--- src/rtl/tlb_op_ctrl_if.sv ---
// tlb_op_ctrl_if: groups the pipeline request, CP0 and MMU signals of the TLB op controller.
//   master : pipeline/CP0/MMU side (drives requests, CP0 values, TLB read and probe results)
//   slave  : tlb_op_ctrl (drives handshake, CP0 update strobes, TLB read/write and probe key)
// EntryWidth is the packed width of one TLB entry (EntryHi/EntryLo0/EntryLo1/PageMask image).
interface tlb_op_ctrl_if #(
  parameter int unsigned IndexWidth = 4,
  parameter int unsigned EntryWidth = 64
);
  // Pipeline request
  logic                  op_valid;
  logic [1:0]            op_code;
  logic                  op_ready;
  // CP0 inputs
  logic [31:0]           cp0_index;
  logic [31:0]           cp0_wired;
  logic                  wired_we;
  logic [31:0]           cp0_entry_hi;
  logic [EntryWidth-1:0] cp0_wentry;
  // CP0 results
  logic [31:0]           random;
  logic                  done;
  logic [EntryWidth-1:0] rd_entry;
  logic                  rd_we;
  logic [31:0]           probe_index;
  logic                  probe_we;
  logic                  flush_req;
  // MMU read/write port
  logic [IndexWidth-1:0] tlbrw_index;
  logic                  tlbrw_we;
  logic [EntryWidth-1:0] tlbrw_wdata;
  logic [EntryWidth-1:0] tlbrw_rdata;
  // MMU probe port
  logic [31:0]           tlbp_entry_hi;
  logic [31:0]           tlbp_index;

  modport master (
    output op_valid, op_code, cp0_index, cp0_wired, wired_we, cp0_entry_hi, cp0_wentry,
           tlbrw_rdata, tlbp_index,
    input  op_ready, random, done, rd_entry, rd_we, probe_index, probe_we, flush_req,
           tlbrw_index, tlbrw_we, tlbrw_wdata, tlbp_entry_hi
  );

  modport slave (
    input  op_valid, op_code, cp0_index, cp0_wired, wired_we, cp0_entry_hi, cp0_wentry,
           tlbrw_rdata, tlbp_index,
    output op_ready, random, done, rd_entry, rd_we, probe_index, probe_we, flush_req,
           tlbrw_index, tlbrw_we, tlbrw_wdata, tlbp_entry_hi
  );
endinterface

--- src/rtl/tlb_op_ctrl.sv ---
// tlb_op_ctrl: sequences CP0 TLB maintenance ops (TLBR, TLBWI, TLBWR, TLBP) onto the MMU
// read/write and probe ports, owns CP0 Random and raises a flush after every TLB write.
// One op in flight; each op takes IDLE -> ISSUE -> RESP, so at most one op per 3 cycles.
// Ports:
//   clk_i   : system clock, all state on rising edge
//   rst_ni  : asynchronous active-low reset
//   bus     : tlb_op_ctrl_if.slave (request handshake, CP0 in/out, MMU rw/probe ports)
// All outputs are registered.
module tlb_op_ctrl #(
  parameter int unsigned TlbEntries = 16,
  parameter int unsigned IndexWidth = 4,
  parameter int unsigned EntryWidth = 64
) (
  input  logic         clk_i,
  input  logic         rst_ni,
  tlb_op_ctrl_if.slave bus
);

  localparam logic [1:0] OpTlbr  = 2'b00;
  localparam logic [1:0] OpTlbwi = 2'b01;
  localparam logic [1:0] OpTlbwr = 2'b10;
  localparam logic [1:0] OpTlbp  = 2'b11;

  localparam logic [IndexWidth-1:0] MaxIdx = IndexWidth'(TlbEntries - 1);

  typedef enum logic [1:0] {StIdle, StIssue, StResp} state_e;

  state_e                state_q;
  logic [1:0]            op_q;
  logic                  op_ready_q;
  logic                  done_q;
  logic                  rd_we_q;
  logic                  probe_we_q;
  logic                  flush_q;
  logic                  tlbrw_we_q;
  logic [IndexWidth-1:0] tlbrw_index_q;
  logic [EntryWidth-1:0] wdata_q;
  logic [31:0]           entry_hi_q;
  logic [EntryWidth-1:0] rd_entry_q;
  logic [31:0]           probe_index_q;

  logic [IndexWidth-1:0] random_q, random_d;
  logic [IndexWidth-1:0] wired;

  // Only the low index bits of Index/Wired are meaningful.
  logic unused_cp0_hi;
  assign unused_cp0_hi = ^{bus.cp0_index[31:IndexWidth], bus.cp0_wired[31:IndexWidth]};

  assign wired = bus.cp0_wired[IndexWidth-1:0];

  // Random counts down from TlbEntries-1 to Wired and wraps; a Wired write restarts it.
  // The <= compare also pins Random at the top when Wired is at or above TlbEntries-1.
  always_comb begin
    random_d = random_q - 1'b1;
    if (bus.wired_we) begin
      random_d = MaxIdx;
    end else if (random_q <= wired) begin
      random_d = MaxIdx;
    end
  end

  always_ff @(posedge clk_i or negedge rst_ni) begin
    if (!rst_ni) begin
      random_q <= MaxIdx;
    end else begin
      random_q <= random_d;
    end
  end

  always_ff @(posedge clk_i or negedge rst_ni) begin
    if (!rst_ni) begin
      state_q       <= StIdle;
      op_q          <= OpTlbr;
      op_ready_q    <= 1'b1;
      done_q        <= 1'b0;
      rd_we_q       <= 1'b0;
      probe_we_q    <= 1'b0;
      flush_q       <= 1'b0;
      tlbrw_we_q    <= 1'b0;
      tlbrw_index_q <= '0;
      wdata_q       <= '0;
      entry_hi_q    <= '0;
      rd_entry_q    <= '0;
      probe_index_q <= '0;
    end else begin
      // Strobes are single-cycle unless re-asserted below.
      done_q     <= 1'b0;
      rd_we_q    <= 1'b0;
      probe_we_q <= 1'b0;
      flush_q    <= 1'b0;
      tlbrw_we_q <= 1'b0;
      unique case (state_q)
        StIdle: begin
          if (bus.op_valid) begin
            op_q       <= bus.op_code;
            entry_hi_q <= bus.cp0_entry_hi;
            wdata_q    <= bus.cp0_wentry;
            // TLBWR uses the Random value of the accept cycle, before it steps.
            tlbrw_index_q <= (bus.op_code == OpTlbwr) ? random_q
                                                      : bus.cp0_index[IndexWidth-1:0];
            tlbrw_we_q <= (bus.op_code == OpTlbwi) || (bus.op_code == OpTlbwr);
            op_ready_q <= 1'b0;
            state_q    <= StIssue;
          end
        end
        StIssue: begin
          if (op_q == OpTlbr) begin
            rd_entry_q <= bus.tlbrw_rdata;
          end
          if (op_q == OpTlbp) begin
            probe_index_q <= bus.tlbp_index;
          end
          done_q     <= 1'b1;
          rd_we_q    <= (op_q == OpTlbr);
          probe_we_q <= (op_q == OpTlbp);
          flush_q    <= (op_q == OpTlbwi) || (op_q == OpTlbwr);
          state_q    <= StResp;
        end
        StResp: begin
          op_ready_q <= 1'b1;
          state_q    <= StIdle;
        end
        default: begin
          op_ready_q <= 1'b1;
          state_q    <= StIdle;
        end
      endcase
    end
  end

  assign bus.op_ready      = op_ready_q;
  assign bus.random        = {{(32 - IndexWidth){1'b0}}, random_q};
  assign bus.done          = done_q;
  assign bus.rd_entry      = rd_entry_q;
  assign bus.rd_we         = rd_we_q;
  assign bus.probe_index   = probe_index_q;
  assign bus.probe_we      = probe_we_q;
  assign bus.flush_req     = flush_q;
  assign bus.tlbrw_index   = tlbrw_index_q;
  assign bus.tlbrw_we      = tlbrw_we_q;
  assign bus.tlbrw_wdata   = wdata_q;
  assign bus.tlbp_entry_hi = entry_hi_q;

endmodule

--- src/flat_wrapper.sv ---
// flat-port wrapper written by rule: the top's interface ports become plain ports
module tlb_op_ctrl_flat 
#(
  parameter int unsigned TlbEntries = 16,
  parameter int unsigned IndexWidth = 4,
  parameter int unsigned EntryWidth = 64
)
  (clk_i, rst_ni, bus_op_valid, bus_op_code, bus_cp0_index, bus_cp0_wired, bus_wired_we, bus_cp0_entry_hi, bus_cp0_wentry, bus_tlbrw_rdata, bus_tlbp_index, bus_op_ready, bus_random, bus_done, bus_rd_entry, bus_rd_we, bus_probe_index, bus_probe_we, bus_flush_req, bus_tlbrw_index, bus_tlbrw_we, bus_tlbrw_wdata, bus_tlbp_entry_hi);
  tlb_op_ctrl_if #(.IndexWidth(IndexWidth), .EntryWidth(EntryWidth)) bus_i ();
  input  logic clk_i;
  input  logic rst_ni;
  input wire logic [$bits(bus_i.op_valid)-1:0] bus_op_valid;
  input wire logic [$bits(bus_i.op_code)-1:0] bus_op_code;
  input wire logic [$bits(bus_i.cp0_index)-1:0] bus_cp0_index;
  input wire logic [$bits(bus_i.cp0_wired)-1:0] bus_cp0_wired;
  input wire logic [$bits(bus_i.wired_we)-1:0] bus_wired_we;
  input wire logic [$bits(bus_i.cp0_entry_hi)-1:0] bus_cp0_entry_hi;
  input wire logic [$bits(bus_i.cp0_wentry)-1:0] bus_cp0_wentry;
  input wire logic [$bits(bus_i.tlbrw_rdata)-1:0] bus_tlbrw_rdata;
  input wire logic [$bits(bus_i.tlbp_index)-1:0] bus_tlbp_index;
  output wire logic [$bits(bus_i.op_ready)-1:0] bus_op_ready;
  output wire logic [$bits(bus_i.random)-1:0] bus_random;
  output wire logic [$bits(bus_i.done)-1:0] bus_done;
  output wire logic [$bits(bus_i.rd_entry)-1:0] bus_rd_entry;
  output wire logic [$bits(bus_i.rd_we)-1:0] bus_rd_we;
  output wire logic [$bits(bus_i.probe_index)-1:0] bus_probe_index;
  output wire logic [$bits(bus_i.probe_we)-1:0] bus_probe_we;
  output wire logic [$bits(bus_i.flush_req)-1:0] bus_flush_req;
  output wire logic [$bits(bus_i.tlbrw_index)-1:0] bus_tlbrw_index;
  output wire logic [$bits(bus_i.tlbrw_we)-1:0] bus_tlbrw_we;
  output wire logic [$bits(bus_i.tlbrw_wdata)-1:0] bus_tlbrw_wdata;
  output wire logic [$bits(bus_i.tlbp_entry_hi)-1:0] bus_tlbp_entry_hi;
  assign bus_i.op_valid = bus_op_valid;
  assign bus_i.op_code = bus_op_code;
  assign bus_i.cp0_index = bus_cp0_index;
  assign bus_i.cp0_wired = bus_cp0_wired;
  assign bus_i.wired_we = bus_wired_we;
  assign bus_i.cp0_entry_hi = bus_cp0_entry_hi;
  assign bus_i.cp0_wentry = bus_cp0_wentry;
  assign bus_i.tlbrw_rdata = bus_tlbrw_rdata;
  assign bus_i.tlbp_index = bus_tlbp_index;
  assign bus_op_ready = bus_i.op_ready;
  assign bus_random = bus_i.random;
  assign bus_done = bus_i.done;
  assign bus_rd_entry = bus_i.rd_entry;
  assign bus_rd_we = bus_i.rd_we;
  assign bus_probe_index = bus_i.probe_index;
  assign bus_probe_we = bus_i.probe_we;
  assign bus_flush_req = bus_i.flush_req;
  assign bus_tlbrw_index = bus_i.tlbrw_index;
  assign bus_tlbrw_we = bus_i.tlbrw_we;
  assign bus_tlbrw_wdata = bus_i.tlbrw_wdata;
  assign bus_tlbp_entry_hi = bus_i.tlbp_entry_hi;
  tlb_op_ctrl #(.TlbEntries(TlbEntries), .IndexWidth(IndexWidth), .EntryWidth(EntryWidth)) u_core (.clk_i(clk_i), .rst_ni(rst_ni), .bus(bus_i));
endmodule
--- config.mk ---
export PLATFORM = sky130hd
export DESIGN_NAME = tlb_op_ctrl_flat
export DESIGN_NICKNAME = d
export VERILOG_FILES = /design/src/rtl/tlb_op_ctrl_if.sv /design/src/rtl/tlb_op_ctrl.sv /design/src/flat_wrapper.sv
export SDC_FILE = /design/constraint.sdc
export NUM_CORES = 1
export LEC_CHECK = 0
export BUFFER_PORTS_ARGS = -buffer_cell sky130_fd_sc_hd__buf_2
export CORE_AREA = 2 2 192 194
export DETAILED_ROUTE_END_ITERATION = 6
export DIE_AREA = 0 0 194 196
export GPL_ROUTABILITY_DRIVEN = 0
export PLACE_DENSITY = 0.47
export SLEW_MARGIN = 30
export SYNTH_ARGS = -nofsm -noshare
export SYNTH_HDL_FRONTEND = slang
export SYNTH_SLANG_ARGS = --single-unit
--- constraint.sdc ---
create_clock -name clk_i -period 2.5 [get_ports clk_i]
set_input_delay 0.75 -clock clk_i [delete_from_list [all_inputs] [get_ports clk_i]]
set_output_delay 0.75 -clock clk_i [all_outputs]
set_load 0.1 [all_outputs]
==> metrics.md <==
| Metric | Value |
|---|---|
| Seq cells post-synth | `210` |
| GRT Residual Overflow | `0` |
| Non-Filler Instances | `1,423` |
| Die ar. | `38,020 um2` |
| Worst r2r dst | `u_core.bus.rd_entry[33]` |
| TritonCTS clock tree | `done` |
| Wire per inst | `15.20 um` |
| Total global-route track usage | `0.1099` |
| Avg Synthesized Cell Area | `16.10 um2` |
| Status | `finished, final reports clean` |
| CP Data Required Time | `1.75 ns` |
| First-pass GRT wire length | `33.06 mm` |
| Longest Clk Path Bufs | `3` |
| Reg2reg path depth | `5` |
| Dpl ws | `0.4273 ns` |
| # IOs | `496` |
| Largest net degree at the start of global routing | `45` |
| Hold slack | `0.1688 ns` |
| Library cells used by synthesis | `26` |
| Cell Chain, Critical Path | `buf_2` |
| Tmin final | `2.304 ns` |
| Post-synth EDFFs | `0` |
| Top cell type's share of synthesized area | `0.6271` |
| Critical Setup Path Class | `register to output port` |
| Initial core utilization | `0.2267` |
| Synth top cells by count | `dfrtp_1 (205), mux2_2 (108), mux2_1 (84), buf_4 (37), inv_1 (10)` |
| Crit path max-delay family | `flip-flops` |
| Post-synth top area cell | `dfrtp_1` |
| Max FO, Critical Path | `5` |
| Count leader, synth | `dfrtp_1` |
| Seq/Total Area, Yosys | `0.6432` |
| Fmax | `433.9 MHz` |
| Setup Fix Bufs, Post-CTS | `0` |
| Share of cells above drive strength 1 | `0.6101` |
| Final setup vio count | `0` |
| R2r setup slk | `0.72 ns` |
| Nets | `1,207` |
| P&R area growth vs syn | `43.09%` |
| Syn Inst Count | `508` |
| Chip height | `196 um` |
| Row count | `70` |
| Setup crit end kind | `output port` |
| Hold-fix buffers, CTS | `0` |
| Clk_skew | `0.006656 ns` |
| TNS Setup | `0 ns` |
| YS warnings | `0` |
| Count of final max-slew check failures | `0` |
| WP buf/inv | `1` |
| Largest stage delay, worst path | `0.59 ns` |
| CTS sink cnt | `210` |
| Clk root buf | `clkbuf_16` |
| Core ar. | `36,080 um2` |
| PortBufs | `411` |
| Vias/cell | `3.845` |
| Final Cycle Share | `0.9218` |
| Final wirelength | `21.63 mm` |
| Fraction of registers with async set or reset after synthesis | `1.000` |
| MaxCap Viol Count | `0` |
| Clk Latency, worst-skew pair | `0.52 ns` |
| Max stage delay cell, worst path | `dfstp_2` |
| Startpoint Class | `register` |
| Worst-margin pin slew | `0.5489 ns` |
| Hpwl dp | `16.44 mm` |
| Initial antenna violation count | `1` |
| Fill count | `3,666` |
| Largest cells by area after synthesis | `dfrtp_1 (63%), mux2_2 (15%), mux2_1 (12%)` |
| RSZ-0062 raised after global routing | `false` |
| Top_reg_cell synth | `dfrtp_1` |
| Post-route worst setup slack | `0.1955 ns` |
| Number of global-route vias before repair | `5,737` |
| CP arrival | `1.55 ns` |
| CTS Buf Count | `26` |
| Drt initial violations | `106` |
| Clock slew at reported path FFs | `0.06 ns` |
| RR Startpoint | `u_core.op_q[0]` |
| Post-Syn Area | `8180 um2` |
| Tightest Hold Check Type | `primary input to asynchronous set/reset pin` |
| Via count | `5,472` |
| H-tree depth | `1` |
| Slew HR | `0.6328` |
| Drt first pass iters | `4` |
| Post-cts resize count | `0` |
| Final ANT Viol Nets | `0` |
| Fin. Hold Viols | `0` |
| Die outline width | `194 um` |
| # DRC | `0` |
| Inst Count DP | `1,377` |
==> registers in the layout, indices dropped and copies added, names as in the netlist <==
signal	flops
u_core.bus.tlbrw_index	4
u_core.bus.done	1
u_core.op_q	2
u_core.bus.flush_req	1
u_core.bus.tlbrw_we	1
u_core.bus.rd_we	1
u_core.bus.probe_we	1
u_core.bus.op_ready	1
u_core.bus.tlbrw_wdata	64
u_core.bus.rd_entry	64
u_core.state_q	2
u_core.bus.probe_index	32
u_core.random_q	4
u_core.bus.tlbp_entry_hi	32
==> how the worst max path moves through the flow <==
stage	start	to	cells past startpoint
2_1_floorplan	u_core.random_q[0]	u_core.random_q[0]	4
3_3_place_gp	bus_op_valid	u_core.bus.tlbrw_wdata[63]	5
3_5_place_dp	bus_op_valid	u_core.bus.tlbrw_wdata[39]	5
4_1_cts	u_core.random_q[2]	bus_random[2]	1
5_1_grt	u_core.random_q[2]	bus_random[2]	1
6_report	u_core.random_q[2]	bus_random[2]	1
==> cell usage in the layout, fill, tap and decap left out, types with 3 or more instances in the layout <==
cell | Yosys | routed
mux2i_1 | 4 | 4
buf_4 | 37 | 4
buf_12 | 0 | 10
dfrtp_1 | 205 | 205
clkbuf_16 | 0 | 27
mux2_1 | 84 | 84
conb_1 | 1 | 28
clkbuf_8 | 0 | 9
dfstp_2 | 5 | 5
nand2_1 | 4 | 3
nor2b_1 | 3 | 3
buf_2 | 8 | 410
o211ai_1 | 4 | 4
a21oi_1 | 4 | 4
bufinv_16 | 0 | 3
inv_1 | 10 | 10
clkbuf_1 | 0 | 4
ha_1 | 8 | 8
mux2_2 | 108 | 108
nor2_1 | 6 | 6
==> layer usage <==
metal | GRT usage | up-vias | wire length (um) | share of wire
met4 | 0.03704 | 0 | 448 | 0.021
met1 | 0.1313 | 2695 | 8507 | 0.39
met2 | 0.1915 | 201 | 11080 | 0.51
met5 | 0 | - | 0 | 0
met3 | 0.02922 | 23 | 1603 | 0.074
li1 | - | 2553 | - | -
==> logic make-up (layout without fill, tap and decap cells) <==
group	count (synthesis)	count (layout)	share of synthesized area
other cells	1	29	0.0004584
buf+inv	61	480	0.05078
fa+ha+maj	8	8	0.01224
mux	196	196	0.2692
compound gates	13	13	0.01055
xor+xnor	2	2	0.002142
flops	210	210	0.6432
simple gates	17	17	0.01147
==> stage by stage <==
step           instance area, um2    util
2_1_floorplan                8282       -
3_3_place_gp                10790  0.2991
3_5_place_dp                10790  0.2991
4_1_cts                     11700  0.3243
5_1_grt                     11710  0.3244
6_report                    11710  0.3244
==> area by class of cell <==
class,count,area [um2],area share
sequential,210,5261,0.4495
multi-input combinational,264,2614,0.2233
timing repair buffer,425,2296,0.1962
clock buffer,39,800.8,0.06841
tap,468,585.6,0.05003
clock inverter,6,107.6,0.009193
inverter,10,37.54,0.003207
antenna,1,2.502,0.0002138
Power is not shown: default switching activity piles up to over one toggle a cycle in this logic, so the estimate is an artifact.
